### config.mk
export PLATFORM = sky130hd
export DESIGN_NAME = mc_controller_flat
export DESIGN_NICKNAME = d
export VERILOG_FILES = /design/src/rtl/mc_controller_pkg.sv /design/src/rtl/mc_controller_if.sv /design/src/rtl/mc_controller_alu_decoder.sv /design/src/rtl/mc_controller.sv /design/src/flat_wrapper.sv
export SDC_FILE = /design/constraint.sdc
export NUM_CORES = 1
export LEC_CHECK = 0
export ABC_CLOCK_PERIOD_IN_PS = 2450
export BUFFER_PORTS_ARGS = -buffer_cell sky130_fd_sc_hd__buf_4
export CORE_MARGIN = 5
export CORE_UTILIZATION = 50
export CTS_CLUSTER_DIAMETER = 120
export DETAILED_ROUTE_END_ITERATION = 8
export GPL_TIMING_DRIVEN = 0
export MAX_ROUTING_LAYER = met4
export PLACE_DENSITY = 0.79
export SLEW_MARGIN = 20
export SYNTH_ARGS = -nofsm -noshare
export SYNTH_HDL_FRONTEND = slang
export SYNTH_SLANG_ARGS = --single-unit
### constraint.sdc
create_clock -name clk -period 2.45 [get_ports clk]
set_clock_uncertainty 0.15 [all_clocks]
set_input_delay 0.735 -clock clk [delete_from_list [all_inputs] [get_ports clk]]
set_output_delay 0.735 -clock clk [all_outputs]
set_load 0.02 [all_outputs]
### src/rtl/mc_controller_pkg.sv
// Shared encodings for the multi-cycle RV32I control unit: opcodes, FSM states, datapath selects.
// Optional feature macro used by importers: MC_CTRL_ILLEGAL_OP_EN.
package mc_controller_pkg;

   localparam int unsigned OP_W       = 7;
   localparam int unsigned F3_W       = 3;
   localparam int unsigned SEL_W      = 2;
   localparam int unsigned ALU_CTRL_W = 3;

   localparam logic [OP_W-1:0] OP_LW    = 7'b0000011;
   localparam logic [OP_W-1:0] OP_SW    = 7'b0100011;
   localparam logic [OP_W-1:0] OP_RTYPE = 7'b0110011;
   localparam logic [OP_W-1:0] OP_ITYPE = 7'b0010011;
   localparam logic [OP_W-1:0] OP_BEQ   = 7'b1100011;
   localparam logic [OP_W-1:0] OP_JAL   = 7'b1101111;

   typedef enum logic [3:0] {
      S_FETCH, S_DECODE, S_MEMADR, S_MEMREAD, S_MEMWB, S_MEMWRITE,
      S_EXECUTER, S_EXECUTEI, S_ALUWB, S_BEQ, S_JAL, S_ILLEGAL
   } state_t;

   typedef enum logic [1:0] {
      ALU_OP_ADD   = 2'b00,
      ALU_OP_SUB   = 2'b01,
      ALU_OP_FUNCT = 2'b10
   } alu_op_t;

   typedef enum logic [ALU_CTRL_W-1:0] {
      ALU_ADD = 3'b000,
      ALU_SUB = 3'b001,
      ALU_AND = 3'b010,
      ALU_OR  = 3'b011,
      ALU_SLT = 3'b101
   } alu_control_t;

   typedef enum logic [SEL_W-1:0] {
      IMM_I = 2'b00, IMM_S = 2'b01, IMM_B = 2'b10, IMM_J = 2'b11
   } imm_src_t;

   typedef enum logic [SEL_W-1:0] {
      RES_ALUOUT = 2'b00, RES_MEMDATA = 2'b01, RES_ALURESULT = 2'b10
   } result_src_t;

   typedef enum logic [SEL_W-1:0] {
      SRCA_PC = 2'b00, SRCA_OLDPC = 2'b01, SRCA_RD1 = 2'b10
   } alu_src_a_t;

   typedef enum logic [SEL_W-1:0] {
      SRCB_RD2 = 2'b00, SRCB_IMM = 2'b01, SRCB_FOUR = 2'b10
   } alu_src_b_t;

   // Datapath control word, excluding the ALU operation which comes from the decoder.
   typedef struct packed {
      logic        pc_write;
      logic        adr_src;
      logic        mem_write;
      logic        ir_write;
      logic        reg_write;
      result_src_t result_src;
      alu_src_a_t  alu_src_a;
      alu_src_b_t  alu_src_b;
      imm_src_t    imm_src;
      logic        mem_timeout;
   } ctrl_out_t;

endpackage

### src/rtl/mc_controller_if.sv
// Controller <-> datapath bundle: instruction fields and status in, selects and strobes out.
// illegal_instr exists only when MC_CTRL_ILLEGAL_OP_EN is defined.
interface mc_controller_if;
   import mc_controller_pkg::*;

   logic [OP_W-1:0]       op;
   logic [F3_W-1:0]       funct3;
   logic                  funct7b5;
   logic                  zero;
   logic                  mem_ready;

   logic                  pc_write;
   logic                  adr_src;
   logic                  mem_write;
   logic                  ir_write;
   logic                  reg_write;
   logic [SEL_W-1:0]      result_src;
   logic [SEL_W-1:0]      alu_src_a;
   logic [SEL_W-1:0]      alu_src_b;
   logic [SEL_W-1:0]      imm_src;
   logic [ALU_CTRL_W-1:0] alu_control;
   logic                  mem_timeout;
`ifdef MC_CTRL_ILLEGAL_OP_EN
   logic                  illegal_instr;
`endif

   modport master (
      input  op, funct3, funct7b5, zero, mem_ready,
`ifdef MC_CTRL_ILLEGAL_OP_EN
      output illegal_instr,
`endif
      output pc_write, adr_src, mem_write, ir_write, reg_write,
             result_src, alu_src_a, alu_src_b, imm_src, alu_control, mem_timeout
   );

   modport slave (
      output op, funct3, funct7b5, zero, mem_ready,
`ifdef MC_CTRL_ILLEGAL_OP_EN
      input  illegal_instr,
`endif
      input  pc_write, adr_src, mem_write, ir_write, reg_write,
             result_src, alu_src_a, alu_src_b, imm_src, alu_control, mem_timeout
   );

endinterface

### src/rtl/mc_controller_alu_decoder.sv
// Combinational ALU operation select from the FSM's alu_op class and the instruction funct fields.
module mc_controller_alu_decoder
   import mc_controller_pkg::*;
(
   input  alu_op_t             i_alu_op,
   input  logic [F3_W-1:0]     i_funct3,
   input  logic                i_funct7b5,
   input  logic                i_op5,
   output alu_control_t        o_alu_control
);

   // Only R-type (op[5]=1) distinguishes sub from add; addi ignores instr[30].
   always_comb begin
      o_alu_control = ALU_ADD;
      case (i_alu_op)
         ALU_OP_SUB: o_alu_control = ALU_SUB;
         ALU_OP_FUNCT: begin
            case (i_funct3)
               3'b000:  if (i_op5 && i_funct7b5) o_alu_control = ALU_SUB;
               3'b010:  o_alu_control = ALU_SLT;
               3'b110:  o_alu_control = ALU_OR;
               3'b111:  o_alu_control = ALU_AND;
               default: o_alu_control = ALU_ADD;
            endcase
         end
         default: o_alu_control = ALU_ADD;
      endcase
   end

endmodule

### src/rtl/mc_controller.sv
// Multi-cycle RV32I control FSM with memory-ready stall and wait timeout.
// Define MC_CTRL_ILLEGAL_OP_EN to trap unknown opcodes in a sticky ILLEGAL state.
module mc_controller
   import mc_controller_pkg::*;
#(
   parameter int unsigned TIMEOUT_CYCLES = 255
)
(
   input  logic           clk,
   input  logic           reset,
   mc_controller_if.master bus
);

   localparam int unsigned CNT_W = (TIMEOUT_CYCLES > 1) ? $clog2(TIMEOUT_CYCLES + 1) : 1;

   state_t           r_state;
   state_t           w_next;
   logic [CNT_W-1:0] r_cnt;
   logic             w_wait;
   logic             w_timeout;
   alu_op_t          w_alu_op;
   alu_control_t     w_alu_control;
   ctrl_out_t        w_out;

   mc_controller_alu_decoder u_alu_decoder (
      .i_alu_op      (w_alu_op),
      .i_funct3      (bus.funct3),
      .i_funct7b5    (bus.funct7b5),
      .i_op5         (bus.op[5]),
      .o_alu_control (w_alu_control)
   );

   always_ff @(posedge clk or negedge reset) begin
      if (!reset) r_state <= S_FETCH;
      else        r_state <= w_next;
   end

   // Wait-cycle counter; any completion, timeout or non-wait state restarts it.
   always_ff @(posedge clk or negedge reset) begin
      if (!reset)
         r_cnt <= '0;
      else if (!w_wait || bus.mem_ready || w_timeout || (TIMEOUT_CYCLES == 0))
         r_cnt <= '0;
      else
         r_cnt <= r_cnt + CNT_W'(1);
   end

   always_comb begin
      w_next    = r_state;
      w_alu_op  = ALU_OP_ADD;
      w_wait    = 1'b0;
      w_timeout = 1'b0;
      w_out     = '0;

      case (r_state)
         S_FETCH: begin
            w_wait             = 1'b1;
            w_out.alu_src_b    = SRCB_FOUR;
            w_out.result_src   = RES_ALURESULT;
            w_out.ir_write     = bus.mem_ready;
            w_out.pc_write     = bus.mem_ready;
            if (bus.mem_ready) w_next = S_DECODE;
         end
         S_DECODE: begin
            w_out.alu_src_a = SRCA_OLDPC;
            w_out.alu_src_b = SRCB_IMM;
            w_out.imm_src   = IMM_B;
            case (bus.op)
               OP_LW, OP_SW: w_next = S_MEMADR;
               OP_RTYPE:     w_next = S_EXECUTER;
               OP_ITYPE:     w_next = S_EXECUTEI;
               OP_BEQ:       w_next = S_BEQ;
               OP_JAL:       w_next = S_JAL;
`ifdef MC_CTRL_ILLEGAL_OP_EN
               default:      w_next = S_ILLEGAL;
`else
               default:      w_next = S_FETCH;
`endif
            endcase
         end
         S_MEMADR: begin
            w_out.alu_src_a = SRCA_RD1;
            w_out.alu_src_b = SRCB_IMM;
            w_out.imm_src   = (bus.op == OP_SW) ? IMM_S : IMM_I;
            w_next          = (bus.op == OP_SW) ? S_MEMWRITE : S_MEMREAD;
         end
         S_MEMREAD: begin
            w_wait        = 1'b1;
            w_out.adr_src = 1'b1;
            if (bus.mem_ready) w_next = S_MEMWB;
         end
         S_MEMWB: begin
            w_out.result_src = RES_MEMDATA;
            w_out.reg_write  = 1'b1;
            w_next           = S_FETCH;
         end
         S_MEMWRITE: begin
            w_wait          = 1'b1;
            w_out.adr_src   = 1'b1;
            w_out.mem_write = 1'b1;
            if (bus.mem_ready) w_next = S_FETCH;
         end
         S_EXECUTER: begin
            w_out.alu_src_a = SRCA_RD1;
            w_out.alu_src_b = SRCB_RD2;
            w_alu_op        = ALU_OP_FUNCT;
            w_next          = S_ALUWB;
         end
         S_EXECUTEI: begin
            w_out.alu_src_a = SRCA_RD1;
            w_out.alu_src_b = SRCB_IMM;
            w_out.imm_src   = IMM_I;
            w_alu_op        = ALU_OP_FUNCT;
            w_next          = S_ALUWB;
         end
         S_ALUWB: begin
            w_out.result_src = RES_ALUOUT;
            w_out.reg_write  = 1'b1;
            w_next           = S_FETCH;
         end
         S_BEQ: begin
            w_out.alu_src_a  = SRCA_RD1;
            w_out.alu_src_b  = SRCB_RD2;
            w_out.result_src = RES_ALUOUT;
            w_out.pc_write   = bus.zero;
            w_alu_op         = ALU_OP_SUB;
            w_next           = S_FETCH;
         end
         S_JAL: begin
            w_out.alu_src_a  = SRCA_OLDPC;
            w_out.alu_src_b  = SRCB_FOUR;
            w_out.result_src = RES_ALUOUT;
            w_out.pc_write   = 1'b1;
            w_out.reg_write  = 1'b1;
            w_next           = S_FETCH;
         end
`ifdef MC_CTRL_ILLEGAL_OP_EN
         S_ILLEGAL: w_next = S_ILLEGAL;
`endif
         default: w_next = S_FETCH;
      endcase

      // Timeout aborts the wait; a same-cycle mem_ready completes normally instead.
      if (w_wait && !bus.mem_ready && (TIMEOUT_CYCLES != 0) &&
          (r_cnt == CNT_W'(TIMEOUT_CYCLES))) begin
         w_timeout       = 1'b1;
         w_next          = S_FETCH;
         w_out.pc_write  = 1'b0;
         w_out.ir_write  = 1'b0;
         w_out.mem_write = 1'b0;
         w_out.reg_write = 1'b0;
      end
      w_out.mem_timeout = w_timeout;

      if (!reset) w_out = '0;
   end

   assign bus.pc_write    = w_out.pc_write;
   assign bus.adr_src     = w_out.adr_src;
   assign bus.mem_write   = w_out.mem_write;
   assign bus.ir_write    = w_out.ir_write;
   assign bus.reg_write   = w_out.reg_write;
   assign bus.result_src  = w_out.result_src;
   assign bus.alu_src_a   = w_out.alu_src_a;
   assign bus.alu_src_b   = w_out.alu_src_b;
   assign bus.imm_src     = w_out.imm_src;
   assign bus.mem_timeout = w_out.mem_timeout;
   assign bus.alu_control = reset ? w_alu_control : ALU_CTRL_W'(0);
`ifdef MC_CTRL_ILLEGAL_OP_EN
   assign bus.illegal_instr = reset && (r_state == S_ILLEGAL);
`endif

endmodule

### src/flat_wrapper.sv
// flat-port wrapper written by rule: the top's interface ports become plain ports
module mc_controller_flat import mc_controller_pkg::*;
#(
   parameter int unsigned TIMEOUT_CYCLES = 255
)
  (clk, reset, bus_op, bus_funct3, bus_funct7b5, bus_zero, bus_mem_ready, bus_pc_write, bus_adr_src, bus_mem_write, bus_ir_write, bus_reg_write, bus_result_src, bus_alu_src_a, bus_alu_src_b, bus_imm_src, bus_alu_control, bus_mem_timeout);
  mc_controller_if bus_i ();
  input  logic clk;
  input  logic reset;
  input wire logic [$bits(bus_i.op)-1:0] bus_op;
  input wire logic [$bits(bus_i.funct3)-1:0] bus_funct3;
  input wire logic [$bits(bus_i.funct7b5)-1:0] bus_funct7b5;
  input wire logic [$bits(bus_i.zero)-1:0] bus_zero;
  input wire logic [$bits(bus_i.mem_ready)-1:0] bus_mem_ready;
  output wire logic [$bits(bus_i.pc_write)-1:0] bus_pc_write;
  output wire logic [$bits(bus_i.adr_src)-1:0] bus_adr_src;
  output wire logic [$bits(bus_i.mem_write)-1:0] bus_mem_write;
  output wire logic [$bits(bus_i.ir_write)-1:0] bus_ir_write;
  output wire logic [$bits(bus_i.reg_write)-1:0] bus_reg_write;
  output wire logic [$bits(bus_i.result_src)-1:0] bus_result_src;
  output wire logic [$bits(bus_i.alu_src_a)-1:0] bus_alu_src_a;
  output wire logic [$bits(bus_i.alu_src_b)-1:0] bus_alu_src_b;
  output wire logic [$bits(bus_i.imm_src)-1:0] bus_imm_src;
  output wire logic [$bits(bus_i.alu_control)-1:0] bus_alu_control;
  output wire logic [$bits(bus_i.mem_timeout)-1:0] bus_mem_timeout;
  assign bus_i.op = bus_op;
  assign bus_i.funct3 = bus_funct3;
  assign bus_i.funct7b5 = bus_funct7b5;
  assign bus_i.zero = bus_zero;
  assign bus_i.mem_ready = bus_mem_ready;
  assign bus_pc_write = bus_i.pc_write;
  assign bus_adr_src = bus_i.adr_src;
  assign bus_mem_write = bus_i.mem_write;
  assign bus_ir_write = bus_i.ir_write;
  assign bus_reg_write = bus_i.reg_write;
  assign bus_result_src = bus_i.result_src;
  assign bus_alu_src_a = bus_i.alu_src_a;
  assign bus_alu_src_b = bus_i.alu_src_b;
  assign bus_imm_src = bus_i.imm_src;
  assign bus_alu_control = bus_i.alu_control;
  assign bus_mem_timeout = bus_i.mem_timeout;
  mc_controller #(.TIMEOUT_CYCLES(TIMEOUT_CYCLES)) u_core (.clk(clk), .reset(reset), .bus(bus_i));
endmodule
==> reports/metrics.cfg, run 1 <==
[sta]
drv_slew = 0
grt_setup_unrepaired = yes
setup_violations = 13
tightest_slew_ps = 445.0
hold_violations = 0
period_share_pct = 112.1
period_minus_slack_ps = 2748
slew_headroom_pct = 70.33
fmax_ghz = 0.3640
fin_hold_ws_ps = 101.8
finalWorstSetupSlack_ps = -297.6

[floorplan]
dieArea_um2 = 3067
initial_core_util_pct = 52.49
ios = 32
fp.coreArea_um2 = 1962
dieHeight_um = 55.38
rows = 16
fp.dieW_um = 55.38

[setup_path]
crit_type = reg2out
worstSetupStartpointType = flip-flop
crit_path_end_kind = output port
arrival_ps = 1860
worstPathMaxFanout = 5
required_ps = 1560

[yosys]
syn_nets = 145
post_synth_main_area_contributors = dfrtp_1, nor2_1, xor2_1
yosysTopAreaCellShare_pct = 29.16
synth_area_um2 = 1030
synthAdderAreaFrac_pct = 3.645
postSynth.asyncResetShare_pct = 100.0
synth_edf_count = 0
synth_seq_cells = 12
yosysTopAreaCell = dfrtp_1
synth-simple-area-share_pct = 38.03
yosys_most_used_dff = dfrtp_1
synthXorXnorAreaFrac_pct = 7.655
yosys_warnings = 0
ys_types = 40
synth_mux_area_share_pct = 0
synth-seq-area-share_pct = 29.16
synth_compound_area_share_pct = 15.67
syn_area_per_cell_um2 = 8.108
synth_top_family_by_area = simple AND/OR/NAND/NOR gates
synthCells = 127

[hold_path]
hold_path_class = in2async

[layout]
area_growth_pct = 80.92
layout-drive-gt1-share_pct = 58.24
insertedDiodeCount = 0
layout.nets = 201
final_area_um2 = 1863

[grt]
grt_max_degree = 18
met2_usage_pct = 38.68
use_met1_pct = 26.50
antenna_found_initial = 0
gr-usage-met3_pct = 6.527
grtUsageTotal_pct = 23.02
gr-total-overflow = 0
grt_pass1_vias = 1232
grt-busiest-layer = met2
grt_pass1_wl_um = 5520

[power]
ir_drop_mv = 0.4806
power_leakage_nw = 0.7912
power_density_nw_per_um2 = 595.8

[detailed_routing]
first_pass_iters = 4
via_per_inst = 6.689
ant_nets = 0
vias = 1398
routedWlPerCell_um = 23.95
route.detailed.drc = 0
first_iter_violations = 102
wl_um = 5005

[clock_tree]
cts.htree.levels = 1
cts_max_path_buffers = 2
cts_hold_buf = 0
clkLatencyLatePin_ps = 280
cts_root_buf = clkbuf_4
cts_sinks = 12
cts_tree = done
clk_pin_slew_ps = 80
numCtsBuffers = 3

[placed_design]
globalplace.congestion = 0.8238
dp_hpwl_um = 2049
io_buffers = 30
placed_area_um2 = 1364

[run_status]
outcome = complete, but fails checks
violations = setup timing

[flow_run]
drv_cap = 0

worst paths after layout:
kind | from | endpoint | slack, ps | cells past startpoint
max | u_core.r_state[2] | bus_alu_control[2] | -300 | 8
min | reset | u_core.r_state[3] | 100 | 1
max reg2reg | u_core.r_state[2] | u_core.r_state[2] | 310 | 7
min reg2reg | u_core.r_cnt[0] | u_core.r_cnt[0] | 410 | 1
max in group asynchronous | reset | u_core.r_state[0] | 1900 | 1
min in group clk | u_core.r_cnt[0] | u_core.r_cnt[0] | 410 | 1
per-stage QoR:
stage | setup WS (ps) | cells | setup TNS [ps] | power (W) | utilization [%]
floorplan | -16.05 | 127 | -21.50 | 0.0005511 | -
global placement | -211.0 | 184 | -644.7 | 0.0006782 | 69.52
detailed placement | -236.5 | 184 | -812.4 | 0.0006901 | 69.52
CTS | -250.4 | 202 | -1345 | 0.0009398 | 82.84
global route | -354.3 | 209 | -2635 | 0.001147 | 94.96
finish | -297.6 | 209 | -2076 | 0.001110 | 94.96
Yosys cell counts (all sizes together) (2+ instances only):
master / instances
o31ai: 2
nand2: 6
nor2: 14
o21ai: 4
or3: 4
nand2b: 6
xor2: 6
o21a: 2
clkbuf: 2
nand3: 4
nand4: 2
nor4b: 2
ha: 3
dfrtp: 12
nor4: 4
nor3b: 2
a31oi: 2
buf: 5
nor3: 10
xnor2: 3
a22oi: 2
inv: 6
nor2b: 3
a22o: 2
a21oi: 4
and3: 2
and2: 5
state kept, by name (all words and copies together), names as in the netlist:
| signal | cells |
|---|---|
| u_core.r_state | 4 |
| u_core.r_cnt | 8 |
what timing repair did:
| item | 4_1_cts | 5_1_grt |
|---|---|---|
| endpoints found under the setup margin | 13 | 15 |
| setup buffers | 13 | 7 |
| resized for setup | 31 | 35 |
| pin swaps | 12 | 11 |
| cloned | 1 | 0 |
where the power goes:
group          internal [W]  switching (W)  total (W)
Combinational      0.000318       0.000358   0.000676
Sequential         0.000224      0.0000473   0.000271
Clock             0.0000906      0.0000720   0.000163
cell families after synthesis:
logic type               Yosys count
AO/OA/AOI/OAI                     22
buffers and inverters             13
flip-flops                        12
XOR/XNOR                           9
adder cells (fa/ha/maj)            3
AND/OR/NAND/NOR                   68
metal layers:
layer	up-vias	part of all wire, %
li1	568	-
met1	650	35
met2	136	47
met3	44	11
met4	0	7.0
met5	-	0
worst max-delay path, cell delays in order, from the launching register on:
cell,delay (ps)
dfrtp_1,380
buf_6,140
buf_8,120
nand2b_4,150
nor2_4,100
inv_2,60
ha_4,230
nor4_4,210
buf_4,180
layout make-up:
| class | count | area [µm²] |
|---|---|---|
| sequential | 12 | 302.8 |
| fill | 54 | 98.84 |
| multi-input combinational | 102 | 957.2 |
| timing repair buffer | 51 | 436.7 |
| inverter | 6 | 26.28 |
| clock buffer | 4 | 36.28 |
| buffer | 7 | 70.07 |
| tap | 27 | 33.78 |
layout by cell type (no fill, tap or decap), drive strengths merged, types with 3 or more instances in the layout:
cell / count
clkbuf: 7
dfrtp: 12
nor3: 10
nor2: 14
and2: 5
nand2: 6
a21oi: 4
xnor2: 3
nand3: 4
nand2b: 6
or3: 4
ha: 3
buf: 55
xor2: 6
nor2b: 3
inv: 5
o21ai: 4
nor4: 4
No activity file was read; power rests on OpenSTA's default activity.
==> inputs of run 2 (changes only) <==
--- a/config.mk
+++ b/config.mk
@@ -5,15 +5,15 @@
 export SDC_FILE = /design/constraint.sdc
 export NUM_CORES = 1
 export LEC_CHECK = 0
-export ABC_CLOCK_PERIOD_IN_PS = 2450
+export ABC_CLOCK_PERIOD_IN_PS = 3500
 export BUFFER_PORTS_ARGS = -buffer_cell sky130_fd_sc_hd__buf_4
 export CORE_MARGIN = 5
-export CORE_UTILIZATION = 50
+export CORE_UTILIZATION = 54
 export CTS_CLUSTER_DIAMETER = 120
 export DETAILED_ROUTE_END_ITERATION = 8
 export GPL_TIMING_DRIVEN = 0
 export MAX_ROUTING_LAYER = met4
-export PLACE_DENSITY = 0.79
+export PLACE_DENSITY = 0.85
 export SLEW_MARGIN = 20
 export SYNTH_ARGS = -nofsm -noshare
 export SYNTH_HDL_FRONTEND = slang
==> constraint.sdc (replaced) <==
create_clock -name clk -period 3.5 [get_ports clk]
set_clock_uncertainty 0.15 [all_clocks]
set_input_delay 1.05 -clock clk [delete_from_list [all_inputs] [get_ports clk]]
set_output_delay 1.05 -clock clk [all_outputs]
set_load 0.02 [all_outputs]
==> run 2 against run 1 <==
The run now ends clean; sequential share of layout area increased by 6.7 points; worst hold slack improved by 240 ps; first-iteration DRC count decreased by 73%; flip-flop and latch count unchanged; register-to-register slack improved by 1400 ps; largest power group unchanged.
==> reports/metrics.cfg, run 2 (same netlist as run 1, synthesis figures left out) <==
[sta]
grt_setup_unrepaired = no
fmax_ghz = 0.3029
tns_ps = 0  ; +2076 ps
slew_headroom_pct = 76.40  ; +6.1 points
period_share_pct = 94.31
hold_violations = 0  ; unchanged
period_minus_slack_ps = 3301
tightest_slew_ps = 349.1  ; -95.89 ps
drv_slew = 0  ; unchanged
setup_violations = 0  ; -13

[layout]
n_fill_cell = 173  ; +220%
mostFrequentLayoutCells = buf_4, nor2_1, dfrtp_1
insertedDiodeCount = 0  ; unchanged
area_growth_pct = 27.10
layout-drive-gt1-share_pct = 26.88  ; -31 points
reg.largest.list = u_core.r_cnt: 8 flops, u_core.r_state: 4 flops
regMostFlops = u_core.r_cnt
final_area_um2 = 1309  ; -30%
final_common_cell = buf_4
largest_register_ff_count = 8  ; unchanged
layout.nets = 180  ; -10%

[detailed_routing]
routedWlPerCell_um = 13.90  ; -42%
route.detailed.drc = 0  ; unchanged
ant_nets = 0  ; unchanged
first_pass_iters = 4  ; unchanged
via_per_inst = 5.524  ; -17%
wl_um = 2571  ; -49%
vias = 1022  ; -27%
first_iter_violations = 28  ; -73%

[grt]
antenna_found_initial = 0  ; unchanged
grt_pass1_vias = 1015  ; -18%
gr-total-overflow = 0  ; unchanged
grt_pass1_wl_um = 4333  ; -22%
grt_max_degree = 18  ; unchanged
grtUsageTotal_pct = 21.26  ; -1.8 points

[power]
ir_drop_mv = 0.3242  ; -33%
power_density_nw_per_um2 = 426.7  ; -28%
power_leakage_nw = 0.5890  ; -26%

[floorplan]
ios = 32  ; unchanged
dieHeight_um = 53.67  ; -3.1%
rows = 15  ; -1
dieArea_um2 = 2880  ; -6.1%
fp.coreArea_um2 = 1764  ; -10%
fp.dieW_um = 53.67  ; -3.1%
initial_core_util_pct = 58.37  ; +5.9 points

[placed_design]
dp_hpwl_um = 2039  ; -0.52%
placed_area_um2 = 1286  ; -5.7%
globalplace.congestion = 0.8945  ; +8.6%
io_buffers = 30  ; unchanged

[clock_tree]
cts_tree = done
cts_max_path_buffers = 2  ; unchanged
cts_sinks = 12  ; unchanged
cts-resized-gates = 0  ; -100%
cts_hold_buf = 0  ; unchanged
clkLatencyLatePin_ps = 280  ; about the same
cts_setup_buffers = 0  ; -13
clk_pin_slew_ps = 60  ; -20 ps
cts.htree.levels = 1  ; unchanged
cts_root_buf = clkbuf_4
numCtsBuffers = 3  ; unchanged

[setup_path]
arrival_ps = 2100  ; +240 ps
worstSetupStartpointType = input port
path_cells = buf_4 > nor4b_2 > a22oi_2 > nor2b_1 > and2_1 > buf_4
cp.buffers_inverters = 2  ; -2
crit_path_end_kind = output port
cpMaxStageDelayCell = nor4b_2
worstPathMaxFanout = 7  ; +2
crit_type = in2out
required_ps = 2300  ; +740 ps
crit_top_cell = buf_4
crit_family = simple AND/OR/NAND/NOR gates
max_stage_delay_ps = 270  ; -110 ps

[hold_path]
hold_path_class = reg2reg

[flow_run]
drv_cap = 0  ; unchanged

[run_status]
outcome = completed

## run 2: cell type report
type / count / area, µm² / share of cell area [%]
multi-input cells: 102 / 669.4 / 51.15
flip-flops and latches: 12 / 300.3 / 22.94
plain buffers: 7 / 37.54 / 2.868
inverters: 6 / 22.52 / 1.721
repair buffers: 30 / 225.2 / 17.21
well taps: 25 / 31.28 / 2.390
clock buffers: 3 / 22.52 / 1.721
## run 2: worst paths after layout
| check | from | endpoint | slack (ps) | depth (start not counted) |
|---|---|---|---|---|
| hold reg to reg | u_core.r_cnt[0] | u_core.r_cnt[0] | 340 | 1 |
| max in group asynchronous | reset | u_core.r_cnt[3] | 2540 | 1 |
| setup reg to reg | u_core.r_cnt[0] | u_core.r_cnt[3] | 1740 | 6 |
| min in group asynchronous | reset | u_core.r_state[0] | 470 | 1 |
| setup / recovery | bus_mem_ready | bus_mem_timeout | 200 | 6 |
| hold / removal | u_core.r_cnt[0] | u_core.r_cnt[0] | 340 | 1 |
## run 2: layer usage
metal	share of wire (%)	GRT usage [%]	routed length [µm]
met5	0	-	0
met4	1.7	6.809	44
met3	5.5	6.371	142
met2	48	33.47	1244
met1	44	25.89	1139
## run 2: stage by stage
step | power [W] | cells | worst slack [ps] | util (%) | hold WS, ps
after floorplan | 0.0003779 | 127 | 145.0 | - | 297.9
after global placement | 0.0004644 | 182 | 250.1 | 72.91 | 318.0
after detailed placement | 0.0004736 | 182 | 200.0 | 72.91 | 331.3
after CTS | 0.0005598 | 185 | 200.6 | 74.18 | 343.4
after global routing | 0.0005999 | 185 | 66.23 | 74.18 | 373.7
final | 0.0005584 | 185 | 199.1 | 74.18 | 343.0
## run 2: where the power goes
part	switching, W	internal, W
clock network	0.0000446	0.0000399
logic	0.000167	0.000131
registers	0.0000201	0.000155
